===== src/rtl/metro_pkg.sv =====
// Shared types and default constants for the metro fare vendor.
// Holds the FSM state enum and the per-ticket fare calculation.
package metro_pkg;

    typedef enum logic [1:0] {
        IDLE   = 2'd0,
        VEND   = 2'd1,
        REFUND = 2'd2
    } metro_state_e;

    localparam int unsigned DEF_COIN_A_VAL        = 1;
    localparam int unsigned DEF_COIN_B_VAL        = 10;
    localparam int unsigned DEF_BASE_FARE         = 2;
    localparam int unsigned DEF_STATIONS_PER_BAND = 5;
    localparam int unsigned DEF_MAX_FARE          = 9;
    localparam int unsigned DEF_HOME_STATION      = 63;

    // Banded single-ticket fare; zero stations means no valid journey.
    function automatic int unsigned calc_fare(input int unsigned stations,
                                              input int unsigned base,
                                              input int unsigned band,
                                              input int unsigned cap);
        int unsigned f;
        if (stations == 0) begin
            return 0;
        end
        f = base + (stations - 1) / band;
        return (f > cap) ? cap : f;
    endfunction

endpackage


===== src/rtl/metro_edge_det.sv =====
// Rising-edge detector: registered previous sample, event while input is 1
// and the previous sample was 0.
module metro_edge_det (
    input  logic clk,
    input  logic rst,
    input  logic sig_i,
    output logic rise_o
);
    logic prev_q;

    always_ff @(posedge clk or posedge rst) begin
        if (rst) begin
            prev_q <= 1'b0;
        end else begin
            prev_q <= sig_i;
        end
    end

    assign rise_o = sig_i & ~prev_q;

endmodule


===== src/rtl/metro_fare_vendor.sv =====
// Metro ticket vending controller: coin credit, banded fare, ticket/change pulses.
// Define METRO_IDLE_TIMEOUT_EN to auto-refund credit left idle for TIMEOUT_CYCLES.
module metro_fare_vendor
    import metro_pkg::*;
#(
    parameter int unsigned MONEY_W           = 8,
    parameter int unsigned STATION_W         = 8,
    parameter int unsigned TKT_W             = 2,
    parameter int unsigned HOME_STATION      = DEF_HOME_STATION,
    parameter int unsigned COIN_A_VAL        = DEF_COIN_A_VAL,
    parameter int unsigned COIN_B_VAL        = DEF_COIN_B_VAL,
    parameter int unsigned BASE_FARE         = DEF_BASE_FARE,
    parameter int unsigned STATIONS_PER_BAND = DEF_STATIONS_PER_BAND,
    parameter int unsigned MAX_FARE          = DEF_MAX_FARE,
    parameter int unsigned TIMEOUT_CYCLES    = 1000
) (
    input  logic                 clk,
    input  logic                 rst,
    input  logic                 coin_a,
    input  logic                 coin_b,
    input  logic                 yes,
    input  logic                 no,
    input  logic [TKT_W-1:0]     num_ticket,
    input  logic [STATION_W-1:0] destination,
    output logic [MONEY_W-1:0]   credit,
    output logic [MONEY_W-1:0]   fare_due,
    output logic                 change_pulse,
    output logic                 ticket_pulse,
    output logic                 coin_reject,
    output logic                 fare_err,
    output logic                 busy,
    output metro_state_e         state_dbg
);
    localparam int unsigned PROD_W = MONEY_W + TKT_W;
    localparam logic [STATION_W-1:0] HOME = STATION_W'(HOME_STATION);
    localparam logic [MONEY_W-1:0] MONEY_MAX = '1;

    logic coin_a_ev, coin_b_ev, yes_ev, no_ev, refund_req;

    metro_edge_det u_edge_a   (.clk(clk), .rst(rst), .sig_i(coin_a), .rise_o(coin_a_ev));
    metro_edge_det u_edge_b   (.clk(clk), .rst(rst), .sig_i(coin_b), .rise_o(coin_b_ev));
    metro_edge_det u_edge_yes (.clk(clk), .rst(rst), .sig_i(yes),    .rise_o(yes_ev));
    metro_edge_det u_edge_no  (.clk(clk), .rst(rst), .sig_i(no),     .rise_o(no_ev));

    metro_state_e       state_q, state_d;
    logic [MONEY_W-1:0] credit_q, credit_d;
    logic [MONEY_W-1:0] change_left_q, change_left_d;
    logic [TKT_W:0]     tickets_left_q, tickets_left_d;
    logic [MONEY_W-1:0] fare_due_q, fare_due_d;
    logic               sel_valid_q, sel_valid_d;
    logic               change_pulse_q, change_pulse_d;
    logic               ticket_pulse_q, ticket_pulse_d;
    logic               coin_reject_q, coin_reject_d;
    logic               fare_err_q, fare_err_d;

    logic [STATION_W-1:0] stations;
    logic [MONEY_W-1:0]   fare_one;
    logic [TKT_W:0]       tkt_count;
    logic [PROD_W-1:0]    fare_prod;
    logic [MONEY_W:0]     sum_a, sum_b;

    // Fare pipeline: fare_due lags the selection inputs by one cycle.
    always_comb begin
        stations    = (destination >= HOME) ? (destination - HOME) : (HOME - destination);
        fare_one    = MONEY_W'(calc_fare(int'(stations), BASE_FARE, STATIONS_PER_BAND, MAX_FARE));
        tkt_count   = {1'b0, num_ticket} + {{TKT_W{1'b0}}, 1'b1};
        fare_prod   = PROD_W'(fare_one) * PROD_W'(tkt_count);
        fare_due_d  = (|fare_prod[PROD_W-1:MONEY_W]) ? MONEY_MAX : fare_prod[MONEY_W-1:0];
        sel_valid_d = (stations != '0);
        sum_a       = {1'b0, credit_q} + (MONEY_W+1)'(COIN_A_VAL);
        sum_b       = {1'b0, credit_q} + (MONEY_W+1)'(COIN_B_VAL);
    end

`ifdef METRO_IDLE_TIMEOUT_EN
    localparam int unsigned IDLE_W = $clog2(TIMEOUT_CYCLES + 1);
    logic [IDLE_W-1:0] idle_cnt_q, idle_cnt_d;
    logic              timeout;

    assign timeout = (idle_cnt_q == IDLE_W'(TIMEOUT_CYCLES));

    always_comb begin
        idle_cnt_d = idle_cnt_q;
        if (state_q != IDLE || credit_q == '0 || coin_a_ev || coin_b_ev || yes_ev || no_ev) begin
            idle_cnt_d = '0;
        end else if (!timeout) begin
            idle_cnt_d = idle_cnt_q + IDLE_W'(1);
        end
    end

    always_ff @(posedge clk or posedge rst) begin
        if (rst) begin
            idle_cnt_q <= '0;
        end else begin
            idle_cnt_q <= idle_cnt_d;
        end
    end

    assign refund_req = (no_ev || timeout) && (credit_q != '0);
`else
    assign refund_req = no_ev && (credit_q != '0);
`endif

    always_comb begin
        state_d        = state_q;
        credit_d       = credit_q;
        change_left_d  = change_left_q;
        tickets_left_d = tickets_left_q;
        change_pulse_d = 1'b0;
        ticket_pulse_d = 1'b0;
        coin_reject_d  = 1'b0;
        fare_err_d     = 1'b0;
        case (state_q)
            IDLE: begin
                if (refund_req) begin
                    change_left_d = credit_q;
                    credit_d      = '0;
                    coin_reject_d = coin_a_ev | coin_b_ev;
                    state_d       = REFUND;
                end else if (yes_ev && sel_valid_q && (credit_q >= fare_due_q)) begin
                    change_left_d  = credit_q - fare_due_q;
                    tickets_left_d = tkt_count;
                    credit_d       = '0;
                    coin_reject_d  = coin_a_ev | coin_b_ev;
                    state_d        = VEND;
                end else begin
                    fare_err_d = yes_ev;
                    // coin_b wins a simultaneous insertion; coin_a is returned.
                    if (coin_b_ev) begin
                        if (sum_b[MONEY_W]) coin_reject_d = 1'b1;
                        else                credit_d      = sum_b[MONEY_W-1:0];
                        if (coin_a_ev)      coin_reject_d = 1'b1;
                    end else if (coin_a_ev) begin
                        if (sum_a[MONEY_W]) coin_reject_d = 1'b1;
                        else                credit_d      = sum_a[MONEY_W-1:0];
                    end
                end
            end
            VEND, REFUND: begin
                // Each pulse is high one cycle, low the next; tickets_left is 0 in REFUND.
                coin_reject_d = coin_a_ev | coin_b_ev;
                if (!change_pulse_q && change_left_q != '0) begin
                    change_pulse_d = 1'b1;
                    change_left_d  = change_left_q - MONEY_W'(1);
                end
                if (!ticket_pulse_q && tickets_left_q != '0) begin
                    ticket_pulse_d = 1'b1;
                    tickets_left_d = tickets_left_q - (TKT_W+1)'(1);
                end
                if (change_left_q == '0 && tickets_left_q == '0 && !change_pulse_q && !ticket_pulse_q) begin
                    state_d = IDLE;
                end
            end
            default: state_d = IDLE;
        endcase
    end

    always_ff @(posedge clk or posedge rst) begin
        if (rst) begin
            state_q        <= IDLE;
            credit_q       <= '0;
            change_left_q  <= '0;
            tickets_left_q <= '0;
            fare_due_q     <= '0;
            sel_valid_q    <= 1'b0;
            change_pulse_q <= 1'b0;
            ticket_pulse_q <= 1'b0;
            coin_reject_q  <= 1'b0;
            fare_err_q     <= 1'b0;
        end else begin
            state_q        <= state_d;
            credit_q       <= credit_d;
            change_left_q  <= change_left_d;
            tickets_left_q <= tickets_left_d;
            fare_due_q     <= fare_due_d;
            sel_valid_q    <= sel_valid_d;
            change_pulse_q <= change_pulse_d;
            ticket_pulse_q <= ticket_pulse_d;
            coin_reject_q  <= coin_reject_d;
            fare_err_q     <= fare_err_d;
        end
    end

    assign credit       = credit_q;
    assign fare_due     = fare_due_q;
    assign change_pulse = change_pulse_q;
    assign ticket_pulse = ticket_pulse_q;
    assign coin_reject  = coin_reject_q;
    assign fare_err     = fare_err_q;
    assign busy         = (state_q == VEND) || (state_q == REFUND);
    assign state_dbg    = state_q;

endmodule


===== config.mk =====
export PLATFORM = sky130hd
export DESIGN_NAME = metro_fare_vendor
export DESIGN_NICKNAME = d
export VERILOG_FILES = /design/src/rtl/metro_pkg.sv /design/src/rtl/metro_edge_det.sv /design/src/rtl/metro_fare_vendor.sv
export SDC_FILE = /design/constraint.sdc
export NUM_CORES = 1
export LEC_CHECK = 0
export CAP_MARGIN = 25
export CELL_PAD_IN_SITES_DETAIL_PLACEMENT = 0
export CELL_PAD_IN_SITES_GLOBAL_PLACEMENT = 1
export CORE_UTILIZATION = 35
export CTS_CLUSTER_SIZE = 30
export DETAILED_ROUTE_END_ITERATION = 6
export PLACE_DENSITY = 0.68
export SYNTH_ARGS = -nofsm -noshare
export SYNTH_HDL_FRONTEND = slang
export SYNTH_HIERARCHICAL = 1
export SYNTH_SLANG_ARGS = --single-unit
export TNS_END_PERCENT = 30

===== constraint.sdc =====
create_clock -name clk -period 3 [get_ports clk]
set_clock_uncertainty 0.2 [all_clocks]
set_input_delay 0.6 -clock clk [delete_from_list [all_inputs] [get_ports clk]]
set_output_delay 0.6 -clock clk [all_outputs]
set_load 0.05 [all_outputs]

---- Word level (Yosys, flattened, before mapping) ----
Index checks and enable logic that the tools add are counted.
storage, ports and cells
  bits in registers ....................... 38
  input port bits ......................... 16
  output and inout port bits .............. 23
  logic and storage cells ................. 113
cells by class
  add/subtract/negate cells ............... 10
  $mul .................................... 1
  div/mod/pow operators ................... 1
  magnitude comparators ................... 3
  equal/unequal tests ..................... 10
  muxes and demuxes ....................... 38
  bitwise gates (word level) .............. 9
  reductions and logical operators ........ 27
operator list
  kind                                                                                  count
  8-bit two-way mux                                                                     13
  2-bit by 32-bit adder with 32-bit output (first input constant)                       1
  32-bit by 3-bit divider with 32-bit output (second input constant)                    1
  32-bit by 4-bit > comparator with 1-bit output (second input constant)                1
  8-bit nonzero test                                                                    3
  8-bit logical NOT                                                                     2
  8-bit one-hot mux with 2 select lines                                                 1
  1-bit two-way mux                                                                     15
  8-bit by 3-bit multiplier with 10-bit output                                          1
  2-bit != test (second input constant)                                                 5
  8-bit by 1-bit adder with 9-bit output (second input constant)                        1
  8-bit by 4-bit adder with 9-bit output (second input constant)                        1
  3-bit two-way mux                                                                     3
  8-bit by 1-bit subtractor with 9-bit output (second input constant)                   1
  8-bit by 6-bit greater-or-equal comparator with 1-bit output (second input constant)  1
  8-bit greater-or-equal comparator                                                     1
  1-bit logical AND                                                                     8
  4-bit by 3-bit != test with 1-bit output (second input constant)                      2
  4-bit AND reduction                                                                   2
  6-bit by 8-bit subtractor with 8-bit output (first input constant)                    1
  8-bit by 1-bit subtractor with 8-bit output (second input constant)                   1
  8-bit by 6-bit subtractor with 8-bit output (second input constant)                   1
  8-bit subtractor                                                                      1
  2-bit two-way mux                                                                     3
  other kinds (21)                                                                      29

---- Longest topological paths before layout ----
Gate-level depths: netlist of run 1.
  depth after elaboration ................. 11
  gate-level depth with buffers ........... 42
  gate-level depth less buffers ........... 41

---- Hierarchy ----
Netlist of run 1, hierarchy kept.
by module, submodules not included
  module             times used  cells each  area each (µm²)  sequential area each (µm²)
  metro_fare_vendor  1           527         4,235.3          850.8
  metro_edge_det     4           3           42.5             25.0

---- Least setup slack after synthesis of run 1 ----
OpenSTA, ideal clock, no wires.
  path type ............................... input -> register
  from .................................... in destination[0]
  to ...................................... reg fare_due_q[6] (netlist: fare_due[6])
  library setup time ...................... 0.124 ns
  arrival time ............................ 7.935 ns
  data required time ...................... 2.676 ns
  path slack .............................. -5.259 ns
  stages on the path ...................... 35
  buffers on the path ..................... 3
  cells stage by stage .................... ha_1 > and2_1 > buf_2 > nand4_1 > a2111o_1 > inv_2 > buf_4 > ha_1 > clkbuf_1 > mux2_1 > nor2_1 > a221oi_2 > o211ai_1 > o21ai_0 > mux2_2 > o21ba_1 > a21o_4 > and2_1 > ha_1 > a311oi_4 > nand2_1 > ha_1 > nand3_1 > xnor2_1 > or3_1 > a21o_1 > nor4_2 > nor3_1 > fa_1 > ha_1 > fa_1 > a21oi_1 > nor2_1 > nor3_1 > o21ai_0
on the way
  word-level cells in the longest chain between the ends .. 11
  elaborated cells on any way between the ends .. 15
  classes of those cells .................. add/sub (4); mul (1); div (1); order compare (2); mux (5); reduce/logical (2)
RTL lines
  item                                                                 line                      text
  start, declared                                                      metro_fare_vendor.sv:24   input logic [STATION_W-1:0] destination,
  6-bit by 8-bit subtractor with 8-bit output (tied with other cells)  metro_fare_vendor.sv:64   stations = (destination >= HOME) ? (destination - HOME) : (HOME - destination);
  8-bit two-way mux *                                                  metro_fare_vendor.sv:64
  8-bit by 1-bit subtractor with 9-bit output                          metro_pkg.sv:27           f = base + (stations - 1) / band;
  32-bit by 3-bit divider with 32-bit output                           metro_pkg.sv:27
  2-bit by 32-bit adder with 32-bit output                             metro_pkg.sv:27
  32-bit by 4-bit > comparator with 1-bit output                       metro_pkg.sv:28           return (f > cap) ? cap : f;
  8-bit two-way mux                                                    metro_pkg.sv:28
  8-bit two-way mux *                                                  metro_pkg.sv:27
  8-bit by 3-bit multiplier with 10-bit output *                       metro_fare_vendor.sv:67   fare_prod = PROD_W'(fare_one) * PROD_W'(tkt_count);
  2-bit OR reduction                                                   metro_fare_vendor.sv:68   fare_due_d = (|fare_prod[PROD_W-1:MONEY_W]) ? MONEY_MAX : fare_prod[MONEY_W-1:0];
  8-bit two-way mux *                                                  metro_fare_vendor.sv:68
  named net fare_due_d[6]                                              metro_fare_vendor.sv:49   logic [MONEY_W-1:0] fare_due_q, fare_due_d;
  end signal, assigned                                                 metro_fare_vendor.sv:174  fare_due_q <= fare_due_d;
  end, declared                                                        metro_fare_vendor.sv:49
Mark *: on every way through the listed nets, which the timed path passes. The rest lies on a longest branch.
A chain may end at the register's enable or synchronous reset.

---- Worst setup path after layout of run 1 ----
  from .................................... in destination[6]
  to ...................................... reg fare_due_q[5] (netlist: fare_due[5])
The elaborated chain is that of the path after synthesis.

==> flow_summary.toml, run 1 <==
[synth]
ys.flop_type = "dfrtp_1"
ys_seq_elements = 38
synth_cell_type_count = 81
syn_inst = 539
synth_area_leaders = "dfrtp_1, ha_1, o21ai_0"
syn_area_per_cell_sq_um = 8.17
ys_seq_area_share_pct = 21.6
synth_edf_count = 0
synthArstFlopShare_pct = 100
ys_warn_count = 6
netlist_area_sq_um = 4410
synth.top_cell.area_share_pct = 21.6
synth_top_area_cell = "dfrtp_1"

[die]
start_util_pct = 36.2
dieArea_sq_um = 13000
io-pin-count = 39
rows = 40
core_sq_um = 12200
die_w_um = 114
die_h_um = 114

[pwr]
combPwrFrac_pct = 76.5
clockPowerShare_pct = 9.1
p_leak_nw = 3.27
switching_power_mw = 2.71
swShare_pct = 45.7
ir_drop_uv = 464
pwr_density_cell_nw_per_um2 = 806
internal_power_mw = 3.22
sequentialPowerShare_pct = 14.4

[placed_design]
gp_congestion = 0.885
io_buffers = 38
dp_slack_ps = -5180
dp_hpwl_um = 10800

[global_routing]
grt-ovfl-total = 0
grt_pass1_vias = 4754
antenna_found_initial = 0
grt_use_total_pct = 21.8
grt_max_degree = 35
grt_pass1_wl_um = 23000

[cts]
cts_made_buffers = 5
cts_tree = "yes"
clk_pin_slew_ps = 60
cts.sinks = 38
htree_levels = 2
insertion_delay_ps = 280
ctsRootBufferMaster = "clkbuf_16"
clk_path_buf_depth = 2

[layout]
n_fill_cell = 1051
nets = 823
diodes = 0
final_common_cell = "buf_4"
multiInputGateArea_sq_um = 3990
utilization_pct = 60.5
drive_above_1_share_pct = 45.6
register_area_sq_um = 958
syn_to_final_growth_pct = 66.9
layout_common_cells = "buf_4, nand2_1, inv_1"

[route]
drc = 0
wl_um = 14000
vias = 4829
drtPass1Iterations = 4
wl_per_cell_um = 15.0
drtIter0Drc = 235
viasPerCell = 5.18
drtAntennaViolNets = 0

[worst_setup_path]
cp.arrival_ps = 7170
cp-end-kind = "register"
critPathMaxStageDelay_ps = 420
r2r_setup_slack_ps = -50
path_max_fanout = 8
path_class = "input port to register"
rr_startpoint = "fare_due[0]"
critPathRequiredTime_ps = 2960
worst_setup_path_start_kind = "input port"
slowest_stage = "fa_1"
cp-startpoint = "destination[6]"

[sta]
period_share_pct = 240
relSlewSlack_pct = 56.9
fmax_mhz = 139
setup_ws_ps = -4210
setup_violations = 17
drv_slew = 0
period_minus_slack_ps = 7210
rsz0062_at_grt = "true"
hold_viol = 0
worst_pin_slew_ps = 639

[status]
outcome = "finished with violations"
violations = "negative setup slack"

[hold_path]
hold_class = "register to register"
min_from = "change_pulse"

[run]
max_cap_viol_count = 0
==> flip-flops by register name, summed over array words and instances (netlist names), 2 cells and up <==
name and count:
credit 8, fare_due 8, change_left_q 8, state_dbg 2, tickets_left_q 3
==> worst max-delay path: cells and delay by family <==
| kind | cells | cell delay (ps) |
|---|---|---|
| AOI/OAI and AO/OA | 14 | 2690 |
| muxes | 1 | 290 |
| adders and majority gates | 5 | 1140 |
| and+or+nand+nor | 6 | 940 |
| buffers and inverters | 10 | 1300 |
| xor gates and xnor gates | 2 | 220 |
==> stage by stage <==
stage               area [sq um]  cells  setup TNS (ps)  total power, mW  hold slack [ps]
finish                      7350    933          -26580             5.93              298
global route                7350    933          -30090             6.35              307
floorplan                   4630    549          -29250             3.19              129
detailed placement          6270    889          -34490             4.66              276
global placement            6270    889          -33550             4.62              266
CTS                         7020    922          -25160             5.65              287
==> metal layers <==
layer,wire length (um),global-route usage (%),up-vias
met2,6670,35.9,95
met1,6690,30.9,2316
li1,-,-,2406
met3,421,1.75,12
met4,194,5.45,0
met5,0,0,-
==> kinds of logic (layout without fill, tap and decap cells) <==
group / after synthesis / after routing / share of synthesized area (%)
simple gates: 176 / 176 / 21.3
flops: 38 / 38 / 21.6
other cells: 2 / 12 / 0.170
buf+inv: 65 / 281 / 5.99
mux: 9 / 9 / 2.44
compound gates: 175 / 175 / 28.0
xor+xnor: 31 / 31 / 6.99
fa+ha+maj: 43 / 43 / 13.6
==> cell usage after synthesis, types with 5 or more instances <==
cell / count
dfrtp_1: 38
nand2_1: 47
ha_1: 35
xor2_1: 6
a21oi_1: 37
a31oi_1: 6
nor2_1: 29
clkbuf_1: 12
xnor2_1: 21
nand3_1: 15
o21ai_0: 44
nor3_1: 18
a21oi_2: 5
and2_1: 6
nand4_1: 5
inv_1: 44
o21a_1: 9
fa_1: 8
nor2b_1: 6
nand2b_1: 14
a21o_1: 8
nor4_1: 10
a211oi_1: 12
==> power by group through the flow <==
stage	Combinational (mW)	Clock (mW)	Sequential, mW
2_1_floorplan	2.01	0	1.18
3_3_place_gp	3.77	0	0.850
3_5_place_dp	3.80	0	0.857
4_1_cts	4.25	0.552	0.848
5_1_grt	4.90	0.572	0.875
6_report	4.54	0.542	0.852
==> repair_timing <==
item                                    4_1_cts  5_1_grt
endpoints found under the setup margin       21       27
setup buffers                                26       13
pin swaps                                    59       18
hold buffers                                  0        0
resized for setup                           126       52
cloned                                        0        0
==> worst paths after layout <==
check,to,cells past startpoint
hold reg to reg,change_pulse,1
min in group asynchronous,u_edge_b/prev_q,2
setup reg to reg,change_left_q[2],16
setup / recovery,fare_due[5],38
max in group asynchronous,fare_due[2],3
hold / removal,change_pulse,1
==> cell type report <==
class	count	area share, %
Multi-Input combinational cell	446	54.3
Timing Repair Buffer	228	25.4
Sequential cell	38	13.0
Tap cell	168	2.86
Inverter	45	2.35
Clock buffer	6	1.89
Clock inverter	2	0.170
No activity file was read; power rests on OpenSTA's default activity.
==> run 2: changes to the inputs <==
--- a/config.mk
+++ b/config.mk
@@ -8,10 +8,10 @@
 export CAP_MARGIN = 25
 export CELL_PAD_IN_SITES_DETAIL_PLACEMENT = 0
 export CELL_PAD_IN_SITES_GLOBAL_PLACEMENT = 1
-export CORE_UTILIZATION = 35
+export CORE_UTILIZATION = 40
 export CTS_CLUSTER_SIZE = 30
 export DETAILED_ROUTE_END_ITERATION = 6
-export PLACE_DENSITY = 0.68
+export PLACE_DENSITY = 0.76
 export SYNTH_ARGS = -nofsm -noshare
 export SYNTH_HDL_FRONTEND = slang
 export SYNTH_HIERARCHICAL = 1
==> run 2 against run 1 <==
- the run still ends with negative setup slack left
- highest routed layer unchanged
- largest power group unchanged
- flip-flop and latch count did not move
- worst setup slack improved by 210 ps
- die area fell by 12%
- hold slack barely moved
- critical path depth fell by 8
- critical endpoint is now fare_due[6]
==> flow_summary.toml, run 2 (synthesized netlist as in run 1, its figures left out) <==
[die]
io-pin-count = 39
rows = 37
die_w_um = 107
dieArea_sq_um = 11400
core_sq_um = 10500
start_util_pct = 41.9
die_h_um = 107

[pwr]
p_total_mw = 5.92
pwr_density_cell_nw_per_um2 = 809
internal_power_mw = 3.22
sequentialPowerShare_pct = 14.3
clockPowerShare_pct = 9.4
p_leak_nw = 3.29
switching_power_mw = 2.69
ir_drop_uv = 551
combPwrFrac_pct = 76.4
swShare_pct = 45.5

[route]
wl_met1_um = 6650
drc = 0
dr_wl_met3_um = 454
drtIter0Drc = 260
viasPerCell = 5.33
wl_um = 14500
drtPass1Iterations = 5
drtAntennaViolNets = 0
vias = 4822
route.met2.wl_um = 7210
highest_layer = "met4"
wl_per_cell_um = 16.0

[sta]
period_minus_slack_ps = 7000
rsz0062_at_grt = "true"
hold_viol = 0
drv_slew = 0
worst_hold_slack_ps = 297
period_share_pct = 233
setup_ws_ps = -4000
setup_violations = 12
worst_pin_slew_ps = 585
fmax_mhz = 143
relSlewSlack_pct = 60.5

[cts]
ctsRootBufferMaster = "clkbuf_8"
clk_pin_slew_ps = 80
cts.sinks = 38
htree_levels = 2
clk_path_buf_depth = 2
cts_hold_buffers = 0
cts_tree = "yes"
cts_made_buffers = 5
insertion_delay_ps = 300

[layout]
drive_above_1_share_pct = 45.8
layout_common_cells = "buf_4, nand2_1, inv_1"
syn_to_final_growth_pct = 66.1
n_fill_cell = 814
nets = 826
final_common_cell = "buf_4"
diodes = 0

[global_routing]
grt-ovfl-total = 0
grt_use_total_pct = 25.8
grt_pass1_vias = 4859
grt_pass1_wl_um = 23500
grt_max_degree = 35
antenna_found_initial = 0

[worst_setup_path]
reg2reg_depth = 16
worst_setup_path_start_kind = "input port"
path_class = "input port to register"
path_max_fanout = 6
critPathRequiredTime_ps = 2980
rr_startpoint = "fare_due[0]"
cp-end-kind = "register"
slowest_stage = "fa_1"
r2r-end = "credit[3]"
r2r_setup_slack_ps = -50
critPathMaxStageDelay_ps = 560
cp.arrival_ps = 6980

[hold_path]
holdPathStages = 1
hold_class = "register to register"
min_to = "change_pulse"
min_from = "change_pulse"

[placed_design]
dp_hpwl_um = 10700
dp_slack_ps = -5130
gp_congestion = 0.846
io_buffers = 38

[run]
max_cap_viol_count = 0

[status]
outcome = "finished with violations"
violations = "negative setup slack"
## run 2: cell count changes in the layout (fill, tap and decap cells not counted), moves of 3 or more
cell and delta:
nor3_1 -3, clkbuf_16 -5, nor3_2 +4, xnor2_2 -4
buf_6 -6, clkbuf_8 +5, buf_4 +7
## run 2: final cells by class
cell class | instances | area (sq um) | share of cell area [%]
multi-input combinational | 446 | 3980 | 54.4
timing repair buffer | 231 | 1890 | 25.9
clock inverter | 2 | 60.1 | 0.821
sequential | 38 | 958 | 13.1
tap | 136 | 170 | 2.33
clock buffer | 6 | 82.6 | 1.13
inverter | 45 | 173 | 2.36
## run 2: metrics by stage
stage | util [%] | setup TNS (ps) | cells | area (sq um)
after floorplan | - | -29250 | 549 | 4630
after global placement | 59.7 | -32330 | 862 | 6270
after detailed placement | 59.7 | -33040 | 862 | 6270
after CTS | 67.4 | -24580 | 895 | 7090
after global routing | 69.6 | -28460 | 904 | 7320
final | 69.6 | -25120 | 904 | 7320
## run 2: worst max-delay path: cells and delay by family
kind	cells	cell delay, ps
and+or+nand+nor	10	2230
AOI/OAI and AO/OA	8	1620
adders and majority gates	4	1290
buffers and inverters	5	650
muxes	1	340
xor gates and xnor gates	2	230
## run 2: worst max-delay path by stage
stage,from,end,slack (ps)
after floorplan,destination[6],fare_due[6],-4550
after global placement,destination[6],fare_due[6],-5020
after detailed placement,destination[6],fare_due[6],-5130
after CTS,destination[6],fare_due[6],-3970
after global routing,destination[2],fare_due[6],-4250
final,destination[2],fare_due[6],-4000
## run 2: repair_timing
item,CTS,global route
buffers inserted,33,9
resized for setup,134,44
endpoints found under the setup margin,20,27
pin swaps,51,17
endpoints found under the hold margin,0,0
## run 2: metal layers
layer / GRT usage [%] / vias up
met5: 0 / -
met4: 5.09 / 0
met3: 2.61 / 15
met2: 45.0 / 90
met1: 34.7 / 2310
li1: - / 2407
## run 2: power groups by stage
stage | clock [mW] | combinational, mW | sequential, mW
3_3_place_gp | 0 | 3.74 | 0.843
2_1_floorplan | 0 | 2.01 | 1.18
4_1_cts | 0.562 | 4.23 | 0.838
5_1_grt | 0.585 | 4.88 | 0.869
6_report | 0.554 | 4.52 | 0.844
3_5_place_dp | 0 | 3.80 | 0.849
==> run 3: changes to the inputs <==
--- a/config.mk
+++ b/config.mk
@@ -5,11 +5,11 @@
 export SDC_FILE = /design/constraint.sdc
 export NUM_CORES = 1
 export LEC_CHECK = 0
+export ABC_CLOCK_PERIOD_IN_PS = 3000
 export CAP_MARGIN = 25
 export CELL_PAD_IN_SITES_DETAIL_PLACEMENT = 0
 export CELL_PAD_IN_SITES_GLOBAL_PLACEMENT = 1
 export CORE_UTILIZATION = 40
-export CTS_CLUSTER_SIZE = 30
 export DETAILED_ROUTE_END_ITERATION = 6
 export PLACE_DENSITY = 0.76
 export SYNTH_ARGS = -nofsm -noshare
==> results of run 3 <==
Final layout, timing and power as in run 2 (identical DEF).
